**src/rtl/pwm_chain_counter.sv**
```systemverilog
`default_nettype none
// ============================================================================
// pwm_chain_counter : timebase counter for one PWM chain (up/down/triangle)
// Revision 1.0
// ============================================================================
module pwm_chain_counter #(
    parameter int COUNTER_WIDTH = 16
) (
    input  logic                     clock,
    input  logic                     reset,
    input  logic                     i_enable,
    input  logic                     i_tick,
    input  logic [15:0]              i_timebase_shift,
    input  logic [2:0]               i_counter_mode,
    input  logic [COUNTER_WIDTH-1:0] i_counter_start_data,
    input  logic [COUNTER_WIDTH-1:0] i_counter_stop_data,
    output logic [COUNTER_WIDTH-1:0] o_counter_out,
    output logic                     o_direction,
    output logic                     o_period_end,
    output logic                     o_counter_running
);

    typedef enum logic [1:0] {
        S_IDLE  = 2'd0,
        S_SHIFT = 2'd1,
        S_RUN   = 2'd2
    } state_t;

    localparam logic [2:0]               c_MODE_UP   = 3'd0;
    localparam logic [2:0]               c_MODE_DOWN = 3'd1;
    localparam logic [2:0]               c_MODE_TRI  = 3'd2;
    localparam logic [COUNTER_WIDTH-1:0] c_CNT_ONE   = COUNTER_WIDTH'(1);
    localparam logic [15:0]              c_SHIFT_ONE = 16'd1;

    state_t                   r_state;
    state_t                   w_state_next;
    logic [2:0]               r_cfg_mode;
    logic [2:0]               w_cfg_mode_next;
    logic [COUNTER_WIDTH-1:0] r_cfg_start;
    logic [COUNTER_WIDTH-1:0] w_cfg_start_next;
    logic [COUNTER_WIDTH-1:0] r_cfg_stop;
    logic [COUNTER_WIDTH-1:0] w_cfg_stop_next;
    logic [15:0]              r_shift_cnt;
    logic [15:0]              w_shift_cnt_next;
    logic [COUNTER_WIDTH-1:0] r_count;
    logic [COUNTER_WIDTH-1:0] w_count_next;
    logic                     r_dir;
    logic                     w_dir_next;
    logic                     r_period_end;
    logic                     w_period_end_next;
    logic                     r_running;
    logic                     w_running_next;

    logic                     w_start_ok;
    logic [COUNTER_WIDTH-1:0] w_in_first;
    logic [COUNTER_WIDTH-1:0] w_cfg_first;
    logic [COUNTER_WIDTH-1:0] w_step_value;
    logic                     w_step_dir;
    logic                     w_step_wrap;
    logic                     w_stop_pending;

    assign w_start_ok = i_enable
                        && (i_counter_stop_data > i_counter_start_data)
                        && (i_counter_mode <= c_MODE_TRI);

    // Direct start takes its first value from the inputs being latched this edge.
    assign w_in_first  = (i_counter_mode == c_MODE_DOWN) ? i_counter_stop_data
                                                         : i_counter_start_data;
    assign w_cfg_first = (r_cfg_mode == c_MODE_DOWN) ? r_cfg_stop : r_cfg_start;

    // A low enable marks a pending stop and a high enable cancels it, so at a
    // boundary the current enable sample decides; re-assertion there wins.
    assign w_stop_pending = ~i_enable;

    // Value loaded by one tick in RUN, and whether that load starts a new period.
    always_comb begin
        w_step_value = r_count;
        w_step_dir   = r_dir;
        w_step_wrap  = 1'b0;
        case (r_cfg_mode)
            c_MODE_UP: begin
                if (r_count == r_cfg_stop) begin
                    w_step_value = r_cfg_start;
                    w_step_wrap  = 1'b1;
                end else begin
                    w_step_value = r_count + c_CNT_ONE;
                end
            end
            c_MODE_DOWN: begin
                if (r_count == r_cfg_start) begin
                    w_step_value = r_cfg_stop;
                    w_step_wrap  = 1'b1;
                end else begin
                    w_step_value = r_count - c_CNT_ONE;
                end
            end
            c_MODE_TRI: begin
                if (!r_dir) begin
                    if (r_count == r_cfg_stop) begin
                        w_step_value = r_cfg_stop - c_CNT_ONE;
                        w_step_dir   = 1'b1;
                    end else begin
                        w_step_value = r_count + c_CNT_ONE;
                    end
                end else begin
                    w_step_value = r_count - c_CNT_ONE;
                end
                // With stop == start+1 the peak tick lands directly on start.
                if (w_step_dir && (w_step_value == r_cfg_start)) begin
                    w_step_dir  = 1'b0;
                    w_step_wrap = 1'b1;
                end
            end
            default: begin
                w_step_value = r_count;
            end
        endcase
    end

    always_comb begin
        w_state_next      = r_state;
        w_cfg_mode_next   = r_cfg_mode;
        w_cfg_start_next  = r_cfg_start;
        w_cfg_stop_next   = r_cfg_stop;
        w_shift_cnt_next  = r_shift_cnt;
        w_count_next      = r_count;
        w_dir_next        = r_dir;
        w_period_end_next = 1'b0;
        w_running_next    = r_running;
        case (r_state)
            S_IDLE: begin
                if (w_start_ok) begin
                    w_cfg_mode_next  = i_counter_mode;
                    w_cfg_start_next = i_counter_start_data;
                    w_cfg_stop_next  = i_counter_stop_data;
                    w_running_next   = 1'b1;
                    if (i_timebase_shift != 16'd0) begin
                        w_state_next     = S_SHIFT;
                        w_shift_cnt_next = i_timebase_shift - c_SHIFT_ONE;
                    end else begin
                        w_state_next      = S_RUN;
                        w_count_next      = w_in_first;
                        w_dir_next        = (i_counter_mode == c_MODE_DOWN);
                        w_period_end_next = 1'b1;
                    end
                end
            end
            S_SHIFT: begin
                if (!i_enable) begin
                    w_state_next   = S_IDLE;
                    w_running_next = 1'b0;
                end else if (r_shift_cnt == 16'd0) begin
                    w_state_next      = S_RUN;
                    w_count_next      = w_cfg_first;
                    w_dir_next        = (r_cfg_mode == c_MODE_DOWN);
                    w_period_end_next = 1'b1;
                end else begin
                    w_shift_cnt_next = r_shift_cnt - c_SHIFT_ONE;
                end
            end
            S_RUN: begin
                if (i_tick) begin
                    w_count_next      = w_step_value;
                    w_dir_next        = w_step_dir;
                    w_period_end_next = w_step_wrap;
                    if (w_step_wrap && w_stop_pending) begin
                        w_state_next   = S_IDLE;
                        w_running_next = 1'b0;
                    end
                end
            end
            default: begin
                w_state_next   = S_IDLE;
                w_running_next = 1'b0;
            end
        endcase
    end

    always_ff @(posedge clock) begin
        if (!reset) begin
            r_state      <= S_IDLE;
            r_cfg_mode   <= 3'd0;
            r_cfg_start  <= '0;
            r_cfg_stop   <= '0;
            r_shift_cnt  <= 16'd0;
            r_count      <= '0;
            r_dir        <= 1'b0;
            r_period_end <= 1'b0;
            r_running    <= 1'b0;
        end else begin
            r_state      <= w_state_next;
            r_cfg_mode   <= w_cfg_mode_next;
            r_cfg_start  <= w_cfg_start_next;
            r_cfg_stop   <= w_cfg_stop_next;
            r_shift_cnt  <= w_shift_cnt_next;
            r_count      <= w_count_next;
            r_dir        <= w_dir_next;
            r_period_end <= w_period_end_next;
            r_running    <= w_running_next;
        end
    end

    assign o_counter_out     = r_count;
    assign o_direction       = r_dir;
    assign o_period_end      = r_period_end;
    assign o_counter_running = r_running;

endmodule
`default_nettype wire

```
**config.mk**
```make
export PLATFORM = sky130hd
export DESIGN_NAME = pwm_chain_counter
export DESIGN_NICKNAME = d
export VERILOG_FILES = /design/src/rtl/pwm_chain_counter.sv
export SDC_FILE = /design/constraint.sdc
export NUM_CORES = 1
export LEC_CHECK = 0
export CAP_MARGIN = 5
export CORE_MARGIN = 2
export CORE_UTILIZATION = 40
export CTS_CLUSTER_DIAMETER = 120
export DETAILED_ROUTE_END_ITERATION = 10
export GPL_ROUTABILITY_DRIVEN = 0
export GPL_TIMING_DRIVEN = 0
export PLACE_DENSITY_LB_ADDON = 0.08
export SYNTH_ARGS = -nofsm -noshare
export SYNTH_HDL_FRONTEND = slang
export SYNTH_SLANG_ARGS = --single-unit
```
**constraint.sdc**
```tcl
create_clock -name clock -period 3.9 [get_ports clock]
set_clock_uncertainty 0.05 [all_clocks]
set_input_delay 0.585 -clock clock [delete_from_list [all_inputs] [get_ports clock]]
set_output_delay 0.585 -clock clock [all_outputs]
set_load 0.02 [all_outputs]
```
==> impl_metrics.csv, run 1 <==
group,metric,value,unit
clock_tree,cts_tree,"done",
drt,dr.pass1.iters,6,
drt,wl_per_cell,21.5,µm
critical_path,rr_worst_depth,13,
floorplan,die_area,19900,µm²
clock_tree,cts_setup_buffers,0,
floorplan,row_count,50,
floorplan,initial_core_util,40.4,%
clock_tree,cts.sinks,72,
sta,worst_slack,0.165,ns
sta,finalCritPeriodShare,95.8,%
sta,final_hold_viol_count,0,
power,p_leak,3.40,nW
outcome,status,"finished, final reports clean",
logic_synthesis,synthAdderAreaFrac,4.00,%
floorplan,die_h,141,µm
critical_path,cp.depth,13,
logic_synthesis,synth_simple_gate_area_share,27.0,%
layout,layout_commonest_cell,"nand2_1",
clock_tree,clkLatencyLatePin,0.35,ns
logic_synthesis,synth_edf_count,0,
critical_path,crit_path_max_incr_delay,0.41,ns
drt,drt_iter0_drc,949,
hold_path,hold_path_depth,2,
sta,slew-limit-headroom,45.6,%
power,finalPower,5.57,mW
critical_path,crit_buf_inv,4,
clock_tree,clk_pin_slew,0.07,ns
drt,vias_per_cell,6.13,
critical_path,worstSetupPathType,"reg -> reg",
logic_synthesis,netlist_area,7500,µm²
logic_synthesis,synthFlopType,"dfxtp_1",
drt,ant_nets,0,
run,maxCapViolations,0,
clock_tree,cts_buffer_depth,2,
clock_tree,numCtsBuffers,9,
critical_path,cp-end-kind,"register",
grt,grt.overflow.total,0,
clock_tree,cts-root-buf,"clkbuf_16",
sta,slew_viol_final,0,
hold_path,min_from,"r_shift_cnt[0]",
critical_path,required,4.07,ns
layout,final_cell_mix,"nand2_1 (113), a21oi_1 (102), nor2_1 (79)",
layout,utilization,47.9,%
critical_path,ff2ff_setup_slack,0.17,ns
placement,post-place-ws,-1.12,ns
critical_path,critPathMaxFanout,10,
floorplan,fp.coreArea,18600,µm²
power,powerDensity,626,nW/µm²
logic_synthesis,synth-xor-area-share,8.29,%
sta,rsz0062_at_grt,"false",
layout,final_cells,1375,
critical_path,cpLargestDelayFamily,"compound AO/OA/AOI/OAI gates",
logic_synthesis,netlist_instances,1057,
placement,dp_cells,1363,
layout,area_growth,18.6,%
placement,port_buffers,72,
logic_synthesis,synth.area.mux_share,4.60,%
hold_path,hold_path.class,"reg -> reg",
grt,grt_pass1_wl,46.0,mm
critical_path,rr_startpoint,"r_cfg_stop[3]",
drt,drc,0,
clock_tree,hold_buffers,0,
drt,vias,8427,
critical_path,arrival,3.90,ns
layout,final_nets,1215,
clock_tree,cts.htree.levels,3,
critical_path,start_kind,"register",
logic_synthesis,ys_warn_count,0,
critical_path,cp_cell_sequence,"clkbuf_1 -> xor2_1 -> nor4_2 -> nand4_1 -> buf_2 -> buf_2 -> clkbuf_1 -> o21ai_0 -> a21oi_1 -> a221oi_1 -> o22ai_1 -> a21oi_1 -> o21ai_0",
logic_synthesis,synthArstFlopShare,0,%
power,ir_worst_vdd,0.270,mV
floorplan,die_w,141,µm
logic_synthesis,synth_compound_area_share,28.7,%
grt,track_usage,29.9,%
logic_synthesis,synth_top_family_by_area,"compound AO/OA/AOI/OAI gates",
drt,drt-total-wl,29.6,mm
placement,placed_cell_area,8520,µm²
sta,period_needed,3.73,ns
layout,final_layout_size_suffix_gt1_share,9.20,%
logic_synthesis,synth_seq_cells,72,
sta,setup_viol_count_final,0,
placement,dp_hpwl,23.4,mm
sta,worst_pin_slew,0.816,ns
critical_path,crit_path_top_delay_cell,"a221oi_1",
hold_path,min_to,"r_shift_cnt[0]",
critical_path,r2r_end,"o_counter_out[13]",
grt,antenna_found_initial,0,
grt,grt_pass1_vias,7780,
floorplan,num_io_pins,74,
logic_synthesis,syn_area_per_cell,7.10,µm²
logic_synthesis,syn_nets,1136,
logic_synthesis,ys_seq_area_share,19.2,%
layout,num_antenna_cells,0,
layout,final_cell_area,8900,µm²
grt,grt_start_max_net_pins,20,
logic_synthesis,yosysUniqueCellTypes,80,
sta,fmax,268,MHz
## logic make-up (layout without fill, tap and decap cells)
kind of cell | after synthesis | after routing
flip-flops | 72 | 72
XOR/XNOR | 71 | 71
multiplexers | 34 | 34
adder cells (fa/ha/maj) | 24 | 24
buffers and inverters | 148 | 232
AND/OR/NAND/NOR | 389 | 389
AO/OA/AOI/OAI | 319 | 319
## where the power goes
group          total, mW  switching (mW)  internal (mW)
Combinational       3.60            2.25           1.35
Sequential         0.945           0.111          0.834
Clock               1.02           0.375          0.647
## area by class of cell
type | count | area [µm²]
clock inverters | 6 | 115
repair buffers | 72 | 721
fillers | 1906 | 9680
multi-input cells | 837 | 5460
well taps | 234 | 293
inverters | 45 | 169
flip-flops and latches | 72 | 1440
plain buffers | 99 | 458
clock buffers | 10 | 239
## worst reg2reg max path: stages (launching register included)
cell,delay [ns]
dfxtp_1,0.30
clkbuf_1,0.36
xor2_1,0.16
nor4_2,0.40
nand4_1,0.20
buf_2,0.25
buf_2,0.23
clkbuf_1,0.34
o21ai_0,0.25
a21oi_1,0.06
a221oi_1,0.41
o22ai_1,0.13
a21oi_1,0.30
o21ai_0,0.15
## routing by layer
metal / vias up / track usage (%) / wire, µm
li1: 4022 / - / -
met1: 3926 / 44.2 / 13700
met2: 436 / 44.4 / 12400
met3: 43 / 4.99 / 2880
met4: 0 / 9.05 / 624
met5: - / 0 / 0
## through the flow
step           hold slack [ns]  setup TNS, ns
6_report                 0.431              0
5_1_grt                  0.471              0
4_1_cts                  0.430              0
3_5_place_dp             0.421         -45.78
3_3_place_gp             0.415         -42.67
2_1_floorplan            0.399              0
## worst max-delay path by stage
| stage | from | endpoint |
|---|---|---|
| 2_1_floorplan | r_state[1] | r_shift_cnt[14] |
| 3_3_place_gp | r_state[1] | r_shift_cnt[14] |
| 3_5_place_dp | r_state[1] | r_shift_cnt[14] |
| 4_1_cts | r_state[1] | r_shift_cnt[14] |
| 5_1_grt | i_counter_start_data[2] | o_counter_out[13] |
| 6_report | r_cfg_stop[3] | o_counter_out[13] |
## flip-flops by register name, indices dropped and copies added, names as in the netlist, 2 cells and up
register	flops
r_shift_cnt	16
r_cfg_start	16
r_cfg_stop	16
r_cfg_mode	3
o_counter_out	16
r_state	2
## repair_timing
item / CTS / global route
resized for setup: 8 / 18
hold endpoints to repair: 0 / 0
endpoints found under the setup margin: 58 / 53
## synth_stat cells, types with 19 or more instances
cell        n  share of area (%)
xnor2_1    24                2.8
nor2_1     79                4.0
o211ai_1   19                1.9
dfxtp_1    72                 19
nand2_1   114                5.7
mux2i_1    30                4.0
nor3_1     31                2.1
nand3_1    51                3.4
nor4_1     19                1.6
clkbuf_1   71                3.6
a21oi_1   102                6.8
inv_1      44                2.2
a211oi_1   28                2.8
ha_1       24                4.0
buf_2      19                1.3
o21ai_0    40                2.7
xor2_1     47                5.5
(Power assumes the default switching activity.)
==> inputs of run 2 (changes only) <==
- SETUP_SLACK_MARGIN: unset -> 0.05
==> impl_metrics.csv, run 2 (same netlist as run 1, synthesis figures left out) <==
group,metric,value,unit
critical_path,cp-end-kind,"register",
drt,dr.pass1.iters,6,
grt,grt_start_max_net_pins,29,
drt,ant_nets,0,
grt,grt_pass1_wl,45.7,mm
clock_tree,cts-root-buf,"clkbuf_16",
floorplan,initial_core_util,40.4,%
clock_tree,cts_buffer_depth,2,
layout,num_antenna_cells,0,
sta,period_needed,3.75,ns
layout,area_growth,18.5,%
placement,dp_hpwl,23.4,mm
drt,drt-total-wl,29.7,mm
clock_tree,numCtsBuffers,9,
floorplan,fp.coreArea,18600,µm²
sta,final_hold_viol_count,0,
sta,fmax,267,MHz
sta,worst_pin_slew,0.798,ns
hold_path,hold_path_depth,2,
floorplan,die_area,19900,µm²
grt,grt_pass1_vias,7779,
drt,drt_iter0_drc,957,
power,ir_worst_vdd,0.273,mV
critical_path,r2r_end,"o_counter_out[13]",
sta,finalCritPeriodShare,96.0,%
clock_tree,clkLatencyLatePin,0.36,ns
outcome,status,"finished, final reports clean",
drt,wl_per_cell,21.6,µm
grt,antenna_found_initial,0,
critical_path,start_kind,"register",
layout,final_layout_size_suffix_gt1_share,9.31,%
critical_path,required,4.07,ns
critical_path,worstSetupPathType,"reg -> reg",
drt,vias_per_cell,6.14,
grt,busiest_layer,"met2",
power,p_leak,3.40,nW
power,powerDensity,627,nW/µm²
drt,vias,8419,
placement,port_buffers,72,
clock_tree,cts.sinks,72,
grt,grt.overflow.total,0,
clock_tree,cts_setup_buffers,0,
sta,worst_slack,0.155,ns
grt,grt.met2_usage,44.2,%
critical_path,rr_startpoint,"o_counter_out[0]",
hold_path,min_to,"r_shift_cnt[0]",
floorplan,row_count,50,
clock_tree,postCtsResizedCells,9,
clock_tree,cts.htree.levels,3,
critical_path,rr_worst_depth,12,
grt,track_usage,29.9,%
clock_tree,cts_tree,"done",
critical_path,arrival,3.91,ns
hold_path,min_from,"r_shift_cnt[0]",
layout,layout_commonest_cell,"nand2_1",
floorplan,num_io_pins,74,
sta,slew_viol_final,0,
grt,met1_usage,43.0,%
layout,final_cell_mix,"nand2_1 (113), a21oi_1 (102), nor2_1 (79)",
hold_path,hold_path.class,"reg -> reg",
drt,drc,0,
sta,rsz0062_at_grt,"false",
floorplan,die_h,141,µm
clock_tree,hold_buffers,0,
sta,slew-limit-headroom,46.8,%
placement,post-place-ws,-1.12,ns
sta,setup_viol_count_final,0,
layout,final_nets,1212,
critical_path,critPathMaxFanout,10,
clock_tree,clk_pin_slew,0.07,ns
run,maxCapViolations,0,
floorplan,die_w,141,µm
grt,use_met3,6.79,%
sta,fin_hold_ws,0.428,ns
critical_path,ff2ff_setup_slack,0.15,ns
## run 2: cell count changes in the layout (fill, tap and decap cells not counted), sizes merged
cell    before  now
clkbuf      79   76
## run 2: power breakdown
part           total (mW)  switching, mW  internal, mW
Combinational        3.60           2.25          1.35
Sequential          0.948          0.114         0.834
Clock                1.03          0.379         0.647
Total                5.57           2.74          2.83
## run 2: cell type report
type / count / area, µm²
fillers: 1912 / 9690
multi-input cells: 837 / 5460
flip-flops and latches: 72 / 1440
repair buffers: 72 / 721
plain buffers: 96 / 448
well taps: 234 / 293
clock buffers: 10 / 239
inverters: 45 / 169
clock inverters: 6 / 115
## run 2: worst max-delay path, stage by stage (launching register included)
cell,delay (ns)
dfxtp_1,0.41
buf_2,0.29
xor2_1,0.33
nor4_1,0.11
nand4_1,0.13
buf_2,0.28
buf_2,0.30
clkbuf_1,0.54
a21oi_1,0.14
a221oi_1,0.41
o22ai_1,0.13
a21oi_1,0.32
o21ai_0,0.15
## run 2: metrics by stage
| stage | TNS (ns) | power, mW | instances | cell area (µm²) | util [%] |
|---|---|---|---|---|---|
| floorplan | 0 | 3.44 | 1057 | 7500 | - |
| global placement | -42.67 | 4.44 | 1363 | 8520 | 45.8 |
| detailed placement | -45.78 | 4.43 | 1363 | 8520 | 45.8 |
| CTS | 0 | 5.46 | 1375 | 8880 | 47.8 |
| global route | 0 | 5.88 | 1372 | 8890 | 47.8 |
| finish | 0 | 5.57 | 1372 | 8890 | 47.8 |
## run 2: metal layers
metal	vias up	part of all wire (%)
met5	-	0
met4	0	2.3
met3	51	9.6
met2	442	42
met1	3924	46
li1	4002	-
## run 2: worst max path at each step
stage | startpoint | end | slack (ns) | depth (start not counted)
after floorplan | r_state[1] | r_shift_cnt[14] | 0.07 | 17
after CTS | i_counter_start_data[2] | r_cfg_stop[3] | 0.07 | 13
final | o_counter_out[0] | o_counter_out[13] | 0.15 | 12
after global placement | r_state[1] | r_shift_cnt[14] | -1.12 | 17
after detailed placement | r_state[1] | r_shift_cnt[14] | -1.12 | 17
after global routing | i_counter_start_data[2] | o_counter_out[9] | 0.05 | 12
